$ cat src/rtl/me_pe_sequencer.sv
// Control and address sequencer for a linear chain of N SAD processing
// elements doing full-search motion estimation over N horizontal
// displacements. Addresses lead the per-PE controls by one cycle so the
// controls line up with data returned by a 1-cycle synchronous-read memory.
module me_pe_sequencer #(
  parameter int N = 4
) (
  input  logic                            clock,
  input  logic                            reset_n,
  input  logic                            start,
  output logic                            busy,
  output logic                            done,
  output logic [$clog2(N*N)-1:0]          ref_addr,
  output logic [$clog2(N*(2*N-1))-1:0]    s1_addr,
  output logic [$clog2(N*(2*N-1))-1:0]    s2_addr,
  output logic [N-1:0]                    s1s2mux,
  output logic [N-1:0]                    newDist,
  output logic [N-1:0]                    sad_valid
);

  localparam int unsigned NU   = N;
  localparam int unsigned NN   = NU * NU;
  localparam int unsigned L    = NN + NU - 1;      // number of address steps
  localparam int unsigned LAST = NN + NU;          // cycle carrying done
  localparam int unsigned W    = 2 * NU - 1;       // search window row length
  localparam int unsigned CW   = $clog2(LAST + 1);
  localparam int unsigned RAW  = $clog2(NN);
  localparam int unsigned SAW  = $clog2(NU * W);

  localparam logic [0:0] IDLE = 1'b0;
  localparam logic [0:0] RUN  = 1'b1;

  // RUN spans cycles 0..LAST (one past the last step) so the delayed
  // controls, the trailing sad_valid pulses and done are all driven from
  // a single cycle counter; busy is simply "RUN and counter <= L".
  logic [0:0]    state, nxt_state;
  logic [CW-1:0] cnt;

  int unsigned   cyc, nxt_cyc, s;
  logic          run_n;
  logic          busy_n, done_n;
  logic [RAW-1:0] ref_n;
  logic [SAW-1:0] s1_n, s2_n;
  logic [N-1:0]  mux_n, nd_n, sv_n;

  // Next state/cycle, and the registered output values for that next cycle.
  always_comb begin
    cyc       = {{(32-CW){1'b0}}, cnt};
    nxt_state = IDLE;
    nxt_cyc   = 0;
    if ((state == IDLE || cyc == LAST) && start) begin
      nxt_state = RUN;
      nxt_cyc   = 0;
    end else if (state == RUN && cyc < LAST) begin
      nxt_state = RUN;
      nxt_cyc   = cyc + 1;
    end

    run_n  = (nxt_state == RUN);
    busy_n = run_n && (nxt_cyc <= L);
    done_n = run_n && (nxt_cyc == LAST);

    ref_n = '0;
    s1_n  = '0;
    s2_n  = '0;
    if (run_n && nxt_cyc < NN) begin
      ref_n = RAW'(nxt_cyc);
      s1_n  = SAW'((nxt_cyc / NU) * W + (nxt_cyc % NU));
    end
    if (run_n && nxt_cyc >= NU && nxt_cyc < L)
      s2_n = SAW'((nxt_cyc / NU - 1) * W + NU + (nxt_cyc % NU));

    // Controls in cycle c belong to step c-1.
    mux_n = '1;
    nd_n  = '1;
    s     = 0;
    if (run_n && nxt_cyc >= 1 && nxt_cyc <= L) begin
      s = nxt_cyc - 1;
      for (int unsigned k = 0; k < NU; k++) begin
        mux_n[k] = ((s % NU) >= k);
        nd_n[k]  = (s == k);
      end
    end

    sv_n = '0;
    for (int unsigned k = 0; k < NU; k++)
      sv_n[k] = run_n && (nxt_cyc == NN + 1 + k);
  end

  // State, counter and all outputs are registered together.
  always_ff @(posedge clock or negedge reset_n) begin
    if (!reset_n) begin
      state     <= IDLE;
      cnt       <= '0;
      busy      <= 1'b0;
      done      <= 1'b0;
      ref_addr  <= '0;
      s1_addr   <= '0;
      s2_addr   <= '0;
      s1s2mux   <= '1;
      newDist   <= '1;
      sad_valid <= '0;
    end else begin
      state     <= nxt_state;
      cnt       <= CW'(nxt_cyc);
      busy      <= busy_n;
      done      <= done_n;
      ref_addr  <= ref_n;
      s1_addr   <= s1_n;
      s2_addr   <= s2_n;
      s1s2mux   <= mux_n;
      newDist   <= nd_n;
      sad_valid <= sv_n;
    end
  end

endmodule

$ cat config.mk
export PLATFORM = sky130hd
export DESIGN_NAME = me_pe_sequencer
export DESIGN_NICKNAME = d
export VERILOG_FILES = /design/src/rtl/me_pe_sequencer.sv
export SDC_FILE = /design/constraint.sdc
export NUM_CORES = 1
export LEC_CHECK = 0
export ABC_AREA = 1
export CORE_ASPECT_RATIO = 1.75
export CORE_MARGIN = 3
export CORE_UTILIZATION = 43
export CTS_BUF_LIST = sky130_fd_sc_hd__clkbuf_4 sky130_fd_sc_hd__clkbuf_8 sky130_fd_sc_hd__clkbuf_16
export DETAILED_ROUTE_END_ITERATION = 7
export PLACE_DENSITY = 0.66
export SLEW_MARGIN = 10
export SYNTH_ARGS = -nofsm -noshare
export SYNTH_HDL_FRONTEND = slang
export SYNTH_SLANG_ARGS = --single-unit
$ cat constraint.sdc
create_clock -name clock -period 10.08 [get_ports clock]
set_clock_uncertainty 0.15 [all_clocks]
set_input_delay 3.024 -clock clock [delete_from_list [all_inputs] [get_ports clock]]
set_output_delay 3.024 -clock clock [all_outputs]
set_load 0.005 [all_outputs]
==> flow_metrics.py, run 1 <==
metrics = {
    "run_status": {
        "status": "finished clean",
    },
    "logic_synthesis": {
        "synth_mux_area_share_pct": 0,
        "synth_xor_xnor_area_share_pct": 1.66,
        "synth_compound_area_share_pct": 2.90,
        "yosys.area_share.simple_pct": 24.4,
        "synth-adder-area-share_pct": 23.5,
        "yosys_register_bits": 32,
        "synthArstFlopShare_pct": 100,
        "synth-edff-count": 0,
        "yosysWarnings": 0,
        "yosysUniqueCellTypes": 32,
        "synth_top_family_by_area": "simple AND/OR/NAND/NOR gates",
        "syn_area_per_cell_um2": 9.22,
        "synth_ff_type": "dfrtp_1",
        "netlist_area_mm2": 0.00211,
        "yosysSeqAreaShare_pct": 38.4,
        "synth_cells": 229,
    },
    "global_routing": {
        "grt_pass1_wl_um": 6910,
        "grt_pass1_vias": 1542,
        "grt-ovfl-total": 0,
        "antenna_found_initial": 0,
        "grt_usage_pct": 15.8,
        "grt_max_degree": 33,
    },
    "cells_and_area": {
        "drive_above_1_share_pct": 14.5,
        "final_common_cell": "inv_1",
        "nNetsFinal": 307,
        "fill_cells": 472,
        "antenna_cells": 0,
        "synthToLayoutAreaGrowth_pct": 22.1,
        "final_cell_mix": "inv_1, nand2_1, ha_1, clkdlybuf4s50_1, dfrtp_1",
    },
    "worst_hold_path": {
        "min_path_type": "flip-flop to flip-flop",
        "worstHoldStart": "cnt[3]",
    },
    "die": {
        "core-area_mm2": 0.00471,
        "rows": 33,
        "die_y_um": 98.7,
        "dieArea_mm2": 0.00582,
        "start_util_pct": 44.8,
        "pin_count": 31,
        "die_width_um": 59.0,
    },
    "route": {
        "drc": 0,
        "wl_per_cell_um": 12.0,
        "vias_per_cell": 4.69,
        "dr_total_vias": 1504,
        "dr.pass1.iters": 4,
        "drt_first_iter_violations": 17,
        "ant_nets": 0,
        "wl_um": 3870,
    },
    "worst_setup_path": {
        "crit_cells": 1,
        "cp-end-kind": "output pin",
        "crit_family": "flip-flops",
        "startpoint": "s1s2mux[1]",
        "path_cells": "clkdlybuf4s50_1",
        "r2r_start": "cnt[2]",
        "ff2ff_path_depth": 22,
        "critPathMaxFanout": 1,
        "endpoint": "s1s2mux[1]",
        "path_buf_inv": 1,
        "max_stage_delay_ns": 0.51,
        "critical_path_class": "flip-flop to output pin",
        "worstPathArrival_ns": 1.27,
        "r2r_setup_slack_ns": 6.24,
        "cp_slowest_cell": "dfstp_2",
        "cp-start-kind": "flip-flop",
        "r2r_end": "s2_addr[4]",
        "critPathRequiredTime_ns": 6.91,
    },
    "placement": {
        "dp_worst_setup_slack_ns": 5.68,
        "post-dp-hpwl_um": 3200,
        "io_buffers": 29,
        "place_congestion": 0.797,
    },
    "clocking": {
        "post_cts_buffers": 0,
        "path_clk_slew_ns": 0.06,
        "cts_hold_buf": 0,
        "cts.sinks": 32,
        "cts_tree": "yes",
        "cts-resized-gates": 0,
        "cts_buffers": 5,
        "htreeDepth": 2,
        "clk_latency_ns": 0.28,
        "clk_path_buf_depth": 2,
        "clockRootBuffer": "clkbuf_8",
    },
    "timing": {
        "finalWorstPathRequiredPeriod_ns": 4.45,
        "fmax_ghz": 0.225,
        "post-route-period-util_pct": 44.1,
        "rsz0062_at_grt": "false",
        "hold_viol_final": 0,
        "fin_ws_ns": 5.63,
        "setup_tns_ns": 0,
        "finalSetupViolCount": 0,
        "maxSlewViolCount": 0,
    },
    "flow_run": {
        "cap_violations": 0,
    },
}
## cell families after synthesis
family                     Yosys count
and+or+nand+nor                     98
buffers and inverters               47
adders and majority gates           36
DFF                                 32
AOI/OAI and AO/OA                   10
xor gates and xnor gates             4
other                                2
## Yosys cell counts, types with 2 or more instances
| library cell | instances | area [um^2] |
|---|---|---|
| fa_1 | 6 | 120 |
| xor2_1 | 2 | 17.5 |
| nand4_1 | 4 | 25.0 |
| nand2_1 | 41 | 154 |
| nand2_2 | 4 | 25.0 |
| conb_1 | 2 | 7.51 |
| nor4_1 | 2 | 12.5 |
| nand2_4 | 3 | 33.8 |
| xnor2_1 | 2 | 17.5 |
| inv_1 | 42 | 158 |
| nor3_1 | 2 | 10.0 |
| nor2_4 | 2 | 22.5 |
| buf_4 | 2 | 15.0 |
| nand3_1 | 9 | 45.0 |
| dfstp_2 | 7 | 184 |
| nor2_1 | 22 | 82.6 |
| nand3_2 | 3 | 30.0 |
| a21oi_1 | 4 | 20.0 |
| o21ai_0 | 3 | 15.0 |
| ha_1 | 30 | 375 |
| dfrtp_1 | 25 | 626 |
| o21ai_2 | 2 | 17.5 |
## sequential cells by signal (all words and copies together) (netlist names)
register and flops:
s2_addr 5, cnt 5, sad_valid 3, ref_addr 4
s1s2mux 3, s1_addr 5, busy 1, state 1
newDist 4, done 1
## worst min-delay path by stage
stage                        endpoint  slack, ns  cells past startpoint
after global routing           cnt[4]       0.76                      4
final                     ref_addr[1]       0.67                      3
after detailed placement  ref_addr[0]       0.68                      3
after global placement    ref_addr[1]       0.66                      3
after floorplan           ref_addr[1]       0.55                      3
after CTS                 ref_addr[0]       0.69                      3
## area by class of cell
type / instances / area (um^2) / area share (%)
Timing Repair Buffer: 30 / 298 / 11.6
Sequential cell: 32 / 810 / 31.4
Tap cell: 52 / 65.1 / 2.52
Inverter: 45 / 173 / 6.70
Clock buffer: 8 / 104 / 4.03
Multi-Input combinational cell: 154 / 1130 / 43.8
## stage by stage
stage          cells  instance area, um^2  hold WS, ns  util [%]
5_1_grt          321                 2580        0.761      54.8
4_1_cts          321                 2580        0.689      54.8
3_3_place_gp     313                 2470        0.659      52.6
6_report         321                 2580        0.672      54.8
2_1_floorplan    233                 2130        0.550         -
3_5_place_dp     313                 2470        0.677      52.6
## routing by layer
layer	routed length, um	track usage [%]
met5	0	0
met2	2330	29.9
met1	1350	16.1
met4	83	6.28
met3	108	3.15
Power of run 1 is left out: the tool's default activity adds up to more than one toggle a clock period on the data nets, which glitch-free logic cannot reach.
==> run 2: changes to the inputs <==
==> constraint.sdc (replaced) <==
create_clock -name clock -period 4.2 [get_ports clock]
set_clock_uncertainty 0.15 [all_clocks]
set_input_delay 1.26 -clock clock [delete_from_list [all_inputs] [get_ports clock]]
set_output_delay 1.26 -clock clock [all_outputs]
set_load 0.005 [all_outputs]
==> flow_metrics.py, run 2 (synthesized netlist as in run 1, its figures left out) <==
metrics = {
    "timing": {
        "finalWorstPathRequiredPeriod_ns": 3.78,
        "hold_viol_final": 0,
        "rsz0062_at_grt": "false",
        "maxSlewViolCount": 0,
        "setup_tns_ns": 0,
        "finalSetupViolCount": 0,
        "fmax_ghz": 0.264,
        "post-route-period-util_pct": 90.0,
    },
    "worst_setup_path": {
        "r2r_end": "s2_addr[4]",
        "cp-start-kind": "flip-flop",
        "r2r_setup_slack_ns": 0.42,
        "worstPathArrival_ns": 3.81,
        "ff2ff_path_depth": 22,
        "cp-end-kind": "flip-flop",
        "critPathMaxFanout": 11,
        "critical_path_class": "flip-flop to flip-flop",
        "path_cells": "nand2_2 > nand2_4 > nor2_8 > nand3_2 > ha_1 > inv_1 > nand2_1 > nand2_1 > clkinv_2 > fa_1 > ha_1 > ha_1 > nand2_1 > nand2_1 > nor2_1 > inv_1 > nand2_1 > nand2_1 > inv_1 > nand3_1 > nand2_1 > nor2_1",
        "startpoint": "cnt[2]",
        "cp_slowest_cell": "fa_1",
        "crit_family": "adder cells",
        "path_buf_inv": 4,
        "r2r_start": "cnt[2]",
        "max_stage_delay_ns": 0.45,
        "crit_top_cell": "nand2_1",
        "critPathRequiredTime_ns": 4.23,
    },
    "cells_and_area": {
        "drive_above_1_share_pct": 14.5,
        "antenna_cells": 0,
        "final_cell_mix": "inv_1, nand2_1, ha_1, clkdlybuf4s50_1, dfrtp_1",
        "nNetsFinal": 307,
        "final_common_cell": "inv_1",
        "synthToLayoutAreaGrowth_pct": 21.8,
        "top_regs": "cnt x5, s1_addr x5, s2_addr x5",
        "fill_cells": 456,
    },
    "global_routing": {
        "antenna_found_initial": 0,
        "grt_usage_pct": 15.8,
        "grt_pass1_wl_um": 6900,
        "grt-ovfl-total": 0,
        "grt_max_degree": 33,
        "grt_pass1_vias": 1539,
    },
    "route": {
        "wl_per_cell_um": 12.5,
        "ant_nets": 0,
        "drt_first_iter_violations": 18,
        "wl_um": 4000,
        "drc": 0,
        "vias_per_cell": 4.70,
        "dr.pass1.iters": 4,
        "dr_total_vias": 1508,
    },
    "clocking": {
        "cts.sinks": 32,
        "htreeDepth": 2,
        "cts-resized-gates": 0,
        "path_clk_slew_ns": 0.07,
        "clk_path_buf_depth": 2,
        "clk_latency_ns": 0.29,
        "post_cts_buffers": 0,
        "cts_buffers": 5,
        "cts_tree": "yes",
        "cts_hold_buf": 0,
        "clockRootBuffer": "clkbuf_8",
    },
    "worst_hold_path": {
        "worstHoldStart": "cnt[3]",
        "min_path_cells": 3,
        "min_path_type": "flip-flop to flip-flop",
        "holdPathEnd": "ref_addr[3]",
    },
    "die": {
        "dieArea_mm2": 0.00582,
        "core-area_mm2": 0.00471,
        "start_util_pct": 44.8,
        "pin_count": 31,
        "die_width_um": 59.0,
        "die_y_um": 98.7,
        "rows": 33,
    },
    "run_status": {
        "status": "finished clean",
    },
    "placement": {
        "io_buffers": 29,
        "post-dp-hpwl_um": 3220,
        "place_congestion": 0.841,
    },
    "flow_run": {
        "cap_violations": 0,
    },
}
[run 2: worst max-delay path by stage]
| stage | end | slack [ns] | cells past startpoint |
|---|---|---|---|
| floorplan | s2_addr[4] | 0.73 | 22 |
| global placement | s2_addr[4] | 0.55 | 22 |
| detailed placement | s2_addr[4] | 0.42 | 22 |
| CTS | s2_addr[4] | 0.40 | 22 |
| global route | s2_addr[4] | 0.06 | 22 |
| finish | s2_addr[4] | 0.42 | 22 |
[run 2: worst min-delay path, stage by stage (launching register included)]
cell and delay, ns:
dfrtp_1 0.38, nand4_1 0.11, nand3_2 0.24, nor2_1 0.07
[run 2: metal layers]
metal  part of all wire (%)  vias to the layer above  GRT usage, %  routed length (um)
met2                     58                       32          29.9                2330
met5                      0                        -             0                   0
li1                       -                      768             -                   -
met3                    2.9                        6          2.23                 115
met4                    2.2                        0          8.38                  87
met1                     37                      702          15.6                1470
[run 2: final cells by class]
type | count | area [um^2] | area share, %
Multi-Input combinational cell | 154 | 1130 | 43.9
Tap cell | 52 | 65.1 | 2.53
Timing Repair Buffer | 30 | 298 | 11.6
Clock inverter | 2 | 15.0 | 0.584
Inverter | 45 | 173 | 6.72
Clock buffer | 6 | 82.6 | 3.21
Sequential cell | 32 | 810 | 31.5
[run 2: stage by stage]
stage                     setup WS (ns)  hold slack, ns  cells  instance area, um^2  utilization [%]
after detailed placement          0.418           0.660    313                 2470             52.6
final                             0.419           0.691    321                 2570             54.6
after CTS                         0.400           0.666    321                 2570             54.6
after global placement            0.549           0.643    313                 2470             52.6
after global routing             0.0584           0.744    321                 2570             54.6
after floorplan                   0.727           0.550    233                 2130                -
Power of run 2 is left out for the same reason.
